===== src/rtl/load_store_unit_if.sv =====
// Data-bus interface for load_store_unit: a valid/ready request channel and
// a response/write-ack beat channel.
interface load_store_unit_if #(
  parameter int ADDR_WIDTH = 32
);
  logic                  bus_req_valid;
  logic                  bus_req_ready;
  logic                  bus_req_write;
  logic [ADDR_WIDTH-1:0] bus_req_addr;
  logic [3:0]            bus_req_strb;
  logic [31:0]           bus_req_wdata;
  logic                  bus_resp_valid;
  logic [31:0]           bus_resp_rdata;

  modport master (
    output bus_req_valid, bus_req_write, bus_req_addr, bus_req_strb, bus_req_wdata,
    input  bus_req_ready, bus_resp_valid, bus_resp_rdata
  );

  modport slave (
    input  bus_req_valid, bus_req_write, bus_req_addr, bus_req_strb, bus_req_wdata,
    output bus_req_ready, bus_resp_valid, bus_resp_rdata
  );
endinterface


===== src/rtl/load_store_unit.sv =====
// RV32I data-memory access stage: issues one bus request per load/store and stalls the core until done.
// Optional build macro LSU_MISALIGN_TRAP_EN: flag misaligned accesses instead of forcing alignment.
module load_store_unit #(
  parameter int ADDR_WIDTH = 32
) (
  input  logic                  clk,
  input  logic                  rst,
  input  logic                  req_valid,
  input  logic                  req_type,
  input  logic [3:0]            req_wmask,
  input  logic                  req_unsigned,
  input  logic [ADDR_WIDTH-1:0] req_addr,
  input  logic [31:0]           req_wdata,
  output logic                  stall,
  output logic [31:0]           load_data,
  output logic                  misaligned,
  load_store_unit_if.master     bus
);
   typedef enum logic [1:0] {IDLE, REQ, WAIT, DONE} state_e;
   localparam logic [1:0] SZ_B = 2'd0, SZ_H = 2'd1, SZ_W = 2'd2;

   state_e                state_q, state_d;
   logic                  capture;
   logic [1:0]            size_c, lane_c;
   logic [3:0]            mask_c;
   logic [31:0]           wdata_c;
   logic                  go_c;

   logic [ADDR_WIDTH-1:0] addr_q;
   logic                  write_q, uns_q;
   logic [3:0]            strb_q;
   logic [31:0]           wdata_q, rdata_q;
   logic [1:0]            size_q, lane_q;

   // Unknown masks are treated as word accesses.
   always_comb begin
      size_c = SZ_W;
      case (req_wmask)
         4'b0001: size_c = SZ_B;
         4'b0011: size_c = SZ_H;
         default: size_c = SZ_W;
      endcase
   end

   // Low address bits forced to natural alignment before lane selection.
   always_comb begin
      lane_c  = 2'b00;
      mask_c  = 4'b1111;
      wdata_c = req_wdata;
      case (size_c)
         SZ_B: begin
            lane_c  = req_addr[1:0];
            mask_c  = 4'b0001;
            wdata_c = {4{req_wdata[7:0]}};
         end
         SZ_H: begin
            lane_c  = {req_addr[1], 1'b0};
            mask_c  = 4'b0011;
            wdata_c = {2{req_wdata[15:0]}};
         end
         default: ;
      endcase
   end

`ifdef LSU_MISALIGN_TRAP_EN
   logic mis_c;
   assign mis_c      = ((size_c == SZ_H) && req_addr[0]) ||
                       ((size_c == SZ_W) && (req_addr[1:0] != 2'b00));
   assign misaligned = (state_q == IDLE) && req_valid && mis_c;
   assign go_c       = !mis_c;
`else
   assign misaligned = 1'b0;
   assign go_c       = 1'b1;
`endif

   assign stall = req_valid && (state_q != DONE) && !misaligned;

   always_comb begin
      state_d = state_q;
      capture = 1'b0;
      case (state_q)
         IDLE: if (req_valid && go_c) begin
            state_d = REQ;
            capture = 1'b1;
         end
         REQ:  if (bus.bus_req_ready)  state_d = WAIT;
         WAIT: if (bus.bus_resp_valid) state_d = DONE;
         DONE: state_d = IDLE;
         default: state_d = IDLE;
      endcase
   end

   always_ff @(posedge clk or negedge rst) begin
      if (!rst) begin
         state_q <= IDLE;
         addr_q  <= '0;
         write_q <= 1'b0;
         uns_q   <= 1'b0;
         strb_q  <= 4'b0;
         wdata_q <= 32'b0;
         rdata_q <= 32'b0;
         size_q  <= SZ_B;
         lane_q  <= 2'b00;
      end else begin
         state_q <= state_d;
         if (capture) begin
            addr_q  <= {req_addr[ADDR_WIDTH-1:2], 2'b00};
            write_q <= req_type;
            uns_q   <= req_unsigned;
            strb_q  <= mask_c << lane_c;
            wdata_q <= wdata_c;
            size_q  <= size_c;
            lane_q  <= lane_c;
         end
         if (state_q == WAIT && bus.bus_resp_valid) rdata_q <= bus.bus_resp_rdata;
      end
   end

   assign bus.bus_req_valid = (state_q == REQ);
   assign bus.bus_req_write = write_q;
   assign bus.bus_req_addr  = addr_q;
   assign bus.bus_req_strb  = strb_q;
   assign bus.bus_req_wdata = wdata_q;

   logic [7:0]  byte_c;
   logic [15:0] half_c;
   logic [31:0] ext_c;

   always_comb begin
      byte_c = rdata_q[7:0];
      case (lane_q)
         2'd1:    byte_c = rdata_q[15:8];
         2'd2:    byte_c = rdata_q[23:16];
         2'd3:    byte_c = rdata_q[31:24];
         default: byte_c = rdata_q[7:0];
      endcase
      half_c = lane_q[1] ? rdata_q[31:16] : rdata_q[15:0];
      case (size_q)
         SZ_B:    ext_c = {{24{byte_c[7] & ~uns_q}}, byte_c};
         SZ_H:    ext_c = {{16{half_c[15] & ~uns_q}}, half_c};
         default: ext_c = rdata_q;
      endcase
   end

   assign load_data = (state_q == DONE) ? ext_c : 32'b0;
endmodule

===== src/flat_wrapper.sv =====
// flat-port wrapper written by rule: the top's interface ports become plain ports
module load_store_unit_flat 
#(
  parameter int ADDR_WIDTH = 32
)
  (clk, rst, req_valid, req_type, req_wmask, req_unsigned, req_addr, req_wdata, stall, load_data, misaligned, bus_bus_req_valid, bus_bus_req_write, bus_bus_req_addr, bus_bus_req_strb, bus_bus_req_wdata, bus_bus_req_ready, bus_bus_resp_valid, bus_bus_resp_rdata);
  load_store_unit_if #(.ADDR_WIDTH(ADDR_WIDTH)) bus_i ();
  input  logic clk;
  input  logic rst;
  input  logic req_valid;
  input  logic req_type;
  input  logic [3:0] req_wmask;
  input  logic req_unsigned;
  input  logic [ADDR_WIDTH-1:0] req_addr;
  input  logic [31:0] req_wdata;
  output logic stall;
  output logic [31:0] load_data;
  output logic misaligned;
  output wire logic [$bits(bus_i.bus_req_valid)-1:0] bus_bus_req_valid;
  output wire logic [$bits(bus_i.bus_req_write)-1:0] bus_bus_req_write;
  output wire logic [$bits(bus_i.bus_req_addr)-1:0] bus_bus_req_addr;
  output wire logic [$bits(bus_i.bus_req_strb)-1:0] bus_bus_req_strb;
  output wire logic [$bits(bus_i.bus_req_wdata)-1:0] bus_bus_req_wdata;
  input wire logic [$bits(bus_i.bus_req_ready)-1:0] bus_bus_req_ready;
  input wire logic [$bits(bus_i.bus_resp_valid)-1:0] bus_bus_resp_valid;
  input wire logic [$bits(bus_i.bus_resp_rdata)-1:0] bus_bus_resp_rdata;
  assign bus_bus_req_valid = bus_i.bus_req_valid;
  assign bus_bus_req_write = bus_i.bus_req_write;
  assign bus_bus_req_addr = bus_i.bus_req_addr;
  assign bus_bus_req_strb = bus_i.bus_req_strb;
  assign bus_bus_req_wdata = bus_i.bus_req_wdata;
  assign bus_i.bus_req_ready = bus_bus_req_ready;
  assign bus_i.bus_resp_valid = bus_bus_resp_valid;
  assign bus_i.bus_resp_rdata = bus_bus_resp_rdata;
  load_store_unit #(.ADDR_WIDTH(ADDR_WIDTH)) u_core (.clk(clk), .rst(rst), .req_valid(req_valid), .req_type(req_type), .req_wmask(req_wmask), .req_unsigned(req_unsigned), .req_addr(req_addr), .req_wdata(req_wdata), .stall(stall), .load_data(load_data), .misaligned(misaligned), .bus(bus_i));
endmodule

===== config.mk =====
export PLATFORM = sky130hd
export DESIGN_NAME = load_store_unit_flat
export DESIGN_NICKNAME = d
export VERILOG_FILES = /design/src/rtl/load_store_unit_if.sv /design/src/rtl/load_store_unit.sv /design/src/flat_wrapper.sv
export SDC_FILE = /design/constraint.sdc
export NUM_CORES = 1
export LEC_CHECK = 0
export ABC_AREA = 1
export CAP_MARGIN = 25
export CORE_MARGIN = 3
export CORE_UTILIZATION = 40
export DETAILED_ROUTE_END_ITERATION = 8
export PLACE_DENSITY = 0.78
export SYNTH_ARGS = -nofsm -noshare
export SYNTH_HDL_FRONTEND = slang
export SYNTH_SLANG_ARGS = --single-unit

===== constraint.sdc =====
create_clock -name clk -period 1.6 [get_ports clk]
set_clock_uncertainty 0.15 [all_clocks]
set_input_delay 0.24 -clock clk [delete_from_list [all_inputs] [get_ports clk]]
set_output_delay 0.24 -clock clk [all_outputs]
set_load 0.01 [all_outputs]

==> impl_metrics.env <==
export IMPL_portBuffers=207
export IMPL_setup_slack_ns=-0.644
export IMPL_whs_ns=0.235
export IMPL_met2_length_mm=10.9
export IMPL_crit_slowest_cell="dfrtp_2"
export IMPL_ys_flop_type="dfrtp_1"
export IMPL_overflow=0
export IMPL_dpl_instance_area_sq_um=8230
export IMPL_drt_met1_wl_mm=7.87
export IMPL_crit_type="reg -> out"
export IMPL_synthTopCellsByCount="251 x nand2_1, 106 x dfrtp_1, 59 x nor2_1"
export IMPL_syn_to_final_growth_pct=88.4
export IMPL_wl_per_cell_um=19.3
export IMPL_cp_required_ns=1.21
export IMPL_dp_slack_ns=-0.631
export IMPL_synth_edf_count=0
export IMPL_wl_mm=22.1
export IMPL_synth_most_common_cell="nand2_1"
export IMPL_yosysTopAreaCellShare_pct=49.8
export IMPL_final_cells=1142
export IMPL_layout_nets=1078
export IMPL_initial_core_util_pct=41.5
export IMPL_antenna_cells=0
export IMPL_cts_buffers=9
export IMPL_drtIter0Drc=484
export IMPL_syn_avg_cell_area_sq_um=8.21
export IMPL_synth_simple_area_share_pct=27.7
export IMPL_outcome="complete, but fails checks"
export IMPL_p_per_area_nw_per_um2=1840
export IMPL_ys_async_sr_fraction_pct=100
export IMPL_pin_count=211
export IMPL_grt_pass1_wl_mm=30.8
export IMPL_synth_area_top_cells="dfrtp_1 50%, nand2_1 18%, mux2_2 5.1%, nor2_1 4.2%, o21ai_0 3.3%"
export IMPL_tns_ns=-27.21
export IMPL_syn_cell_area_sq_um=5320
export IMPL_final_area_sq_um=10000
export IMPL_hold_violations=0
export IMPL_ys_seq_elements=106
export IMPL_cts_root_buf="clkbuf_16"
export IMPL_die_y_um=121
export IMPL_power_mw=18.5
export IMPL_rows=41
export IMPL_tritoncts="done"
export IMPL_path_max_fanout=8
export IMPL_crit_buf_inv=2
export IMPL_design_core_area_sq_um=12800
export IMPL_hold_class="in -> async"
export IMPL_crit_path_max_incr_delay_ns=0.49
export IMPL_synth_cells=648
export IMPL_place_congestion=0.932
export IMPL_insertion_delay_ns=0.35
export IMPL_via_per_inst=5.29
export IMPL_violations="negative setup slack"
export IMPL_grt_usage_pct=27.0
export IMPL_cts_clk_slew_worst_paths_ns=0.08
export IMPL_clockBufferDepth=2
export IMPL_rsz0062_at_grt="true"
export IMPL_yosys_area_share_adder_pct=1.18
export IMPL_ff_latch_area_sq_um=2660
export IMPL_drc=0
export IMPL_dr_wl_met3_mm=2.12
export IMPL_grt_max_degree=40
export IMPL_maxSlewViolCount=0
export IMPL_layout_min_cycle_time_ns=2.24
export IMPL_dieArea_sq_um=14700
export IMPL_crit_arrival_ns=1.85
export IMPL_start_kind="flip-flop"
export IMPL_htree_num_levels=3
export IMPL_dp_final_hpwl_mm=13.2
export IMPL_fmax_mhz=446
export IMPL_dr_total_vias=6042
export IMPL_ir_drop_v=0.00117
export IMPL_fill_cells=756
export IMPL_multi_input_area_sq_um=3280
export IMPL_cp_cell_sequence="o21bai_4, nand3_2, nand3_4, nand3_4, nand2_8, buf_12, nor2_4, buf_6"
export IMPL_drtAntennaViolNets=0
export IMPL_ys_types=31
export IMPL_p_leak_nw=4.95
export IMPL_synth_top_area_cell="dfrtp_1"
export IMPL_crit_family="simple AND/OR/NAND/NOR gates"
export IMPL_finalSetupViolations=130
export IMPL_antenna_found_initial=0
export IMPL_drive_gt1_share_pct=42.3
export IMPL_finish_utilization_pct=78.2
export IMPL_synth_xor_area_share_pct=0
export IMPL_muxShareOfSynthArea_pct=5.08
export IMPL_dieWidth_um=121
export IMPL_seq_area_frac_synth_pct=49.8
export IMPL_post_route_period_util_pct=140
export IMPL_synth_compound_area_share_pct=9.66
export IMPL_highest_layer="met4"
export IMPL_drv_cap=0
export IMPL_dpl_cell_count=1094
export IMPL_synth_warning_count=0
export IMPL_synth_top_family_by_area="simple AND/OR/NAND/NOR gates"
export IMPL_firstDrtPassIters=8
export IMPL_worst_path_most_repeated_cell="nand3_4"
export IMPL_end_kind="output port"
export IMPL_first_global_vias=6022
export IMPL_cts_sinks=106
==> repair_timing <==
action                                  4_1_cts  5_1_grt
cloned                                       11        2
endpoints found under the setup margin      205      140
endpoints found under the hold margin        48        0
resized for setup                           434      154
pin swaps                                    52       54
hold buffers                                  1        0
setup buffers                                21        8
==> state kept, by name, indices dropped and copies added (netlist names) <==
name,count
u_core.state_q,2
u_core.uns_q,1
u_core.rdata_q,32
u_core.size_q,2
u_core.bus.bus_req_strb,4
u_core.bus.bus_req_wdata,32
u_core.bus.bus_req_write,1
u_core.bus.bus_req_addr,30
u_core.lane_q,2
==> final cells by class <==
class / instances / area share [%]
Timing Repair Buffer: 336 / 34.0
Tap cell: 172 / 2.15
Multi-Input combinational cell: 474 / 32.7
Clock inverter: 6 / 0.512
Clock buffer: 9 / 2.25
Timing Repair inverter: 1 / 0.0749
Inverter: 38 / 1.83
Sequential cell: 106 / 26.5
==> where the power goes <==
group | internal (mW) | leakage (nW) | switching [mW]
sequential | 3.98 | 1.26 | 1.01
combinational | 5.66 | 3.55 | 5.69
clock | 1.07 | 0.138 | 1.07
==> cell families (layout without fill, tap and decap cells) <==
family / count (synthesis) / after routing
simple gates: 350 / 351
fa+ha+maj: 5 / 5
compound gates: 91 / 91
flops: 106 / 106
mux: 24 / 24
other cells: 1 / 3
buf+inv: 71 / 390
==> metal layers <==
layer / vias to the layer above / GRT usage, %
met5: - / 0
met4: 0 / 13.2
met3: 97 / 8.76
met2: 379 / 46.2
met1: 2868 / 30.2
li1: 2698 / -
==> final timing paths <==
kind	from	to	slack (ns)	cells after the start
max	u_core.lane_q[1]	load_data[25]	-0.64	8
min reg2reg	u_core.bus.bus_req_addr[4]	u_core.bus.bus_req_addr[4]	0.32	2
min in group clk	req_addr[22]	u_core.bus.bus_req_addr[22]	0.26	3
max in group asynchronous	rst	u_core.bus.bus_req_strb[2]	0.51	3
max reg2reg	u_core.state_q[0]	u_core.bus.bus_req_wdata[20]	-0.17	10
min	rst	u_core.bus.bus_req_wdata[1]	0.23	2
==> cells in the final DEF (no fill, tap or decap), drive strengths merged <==
master         count
a31oi              2
ha                 5
clkinvlp           2
o211ai             9
dlygate4sd3        1
nor3               3
dlygate4sd2       67
conb               3
o221ai             2
buf              162
o21bai             1
inv               40
dfrtp            106
clkinv             3
o21ai             41
a21oi             35
clkdlybuf4s50    105
o22ai              1
clkbuf            10
nor2              74
nand3             20
nand2            254
mux2              24
Power figures use the tool's default switching activity.
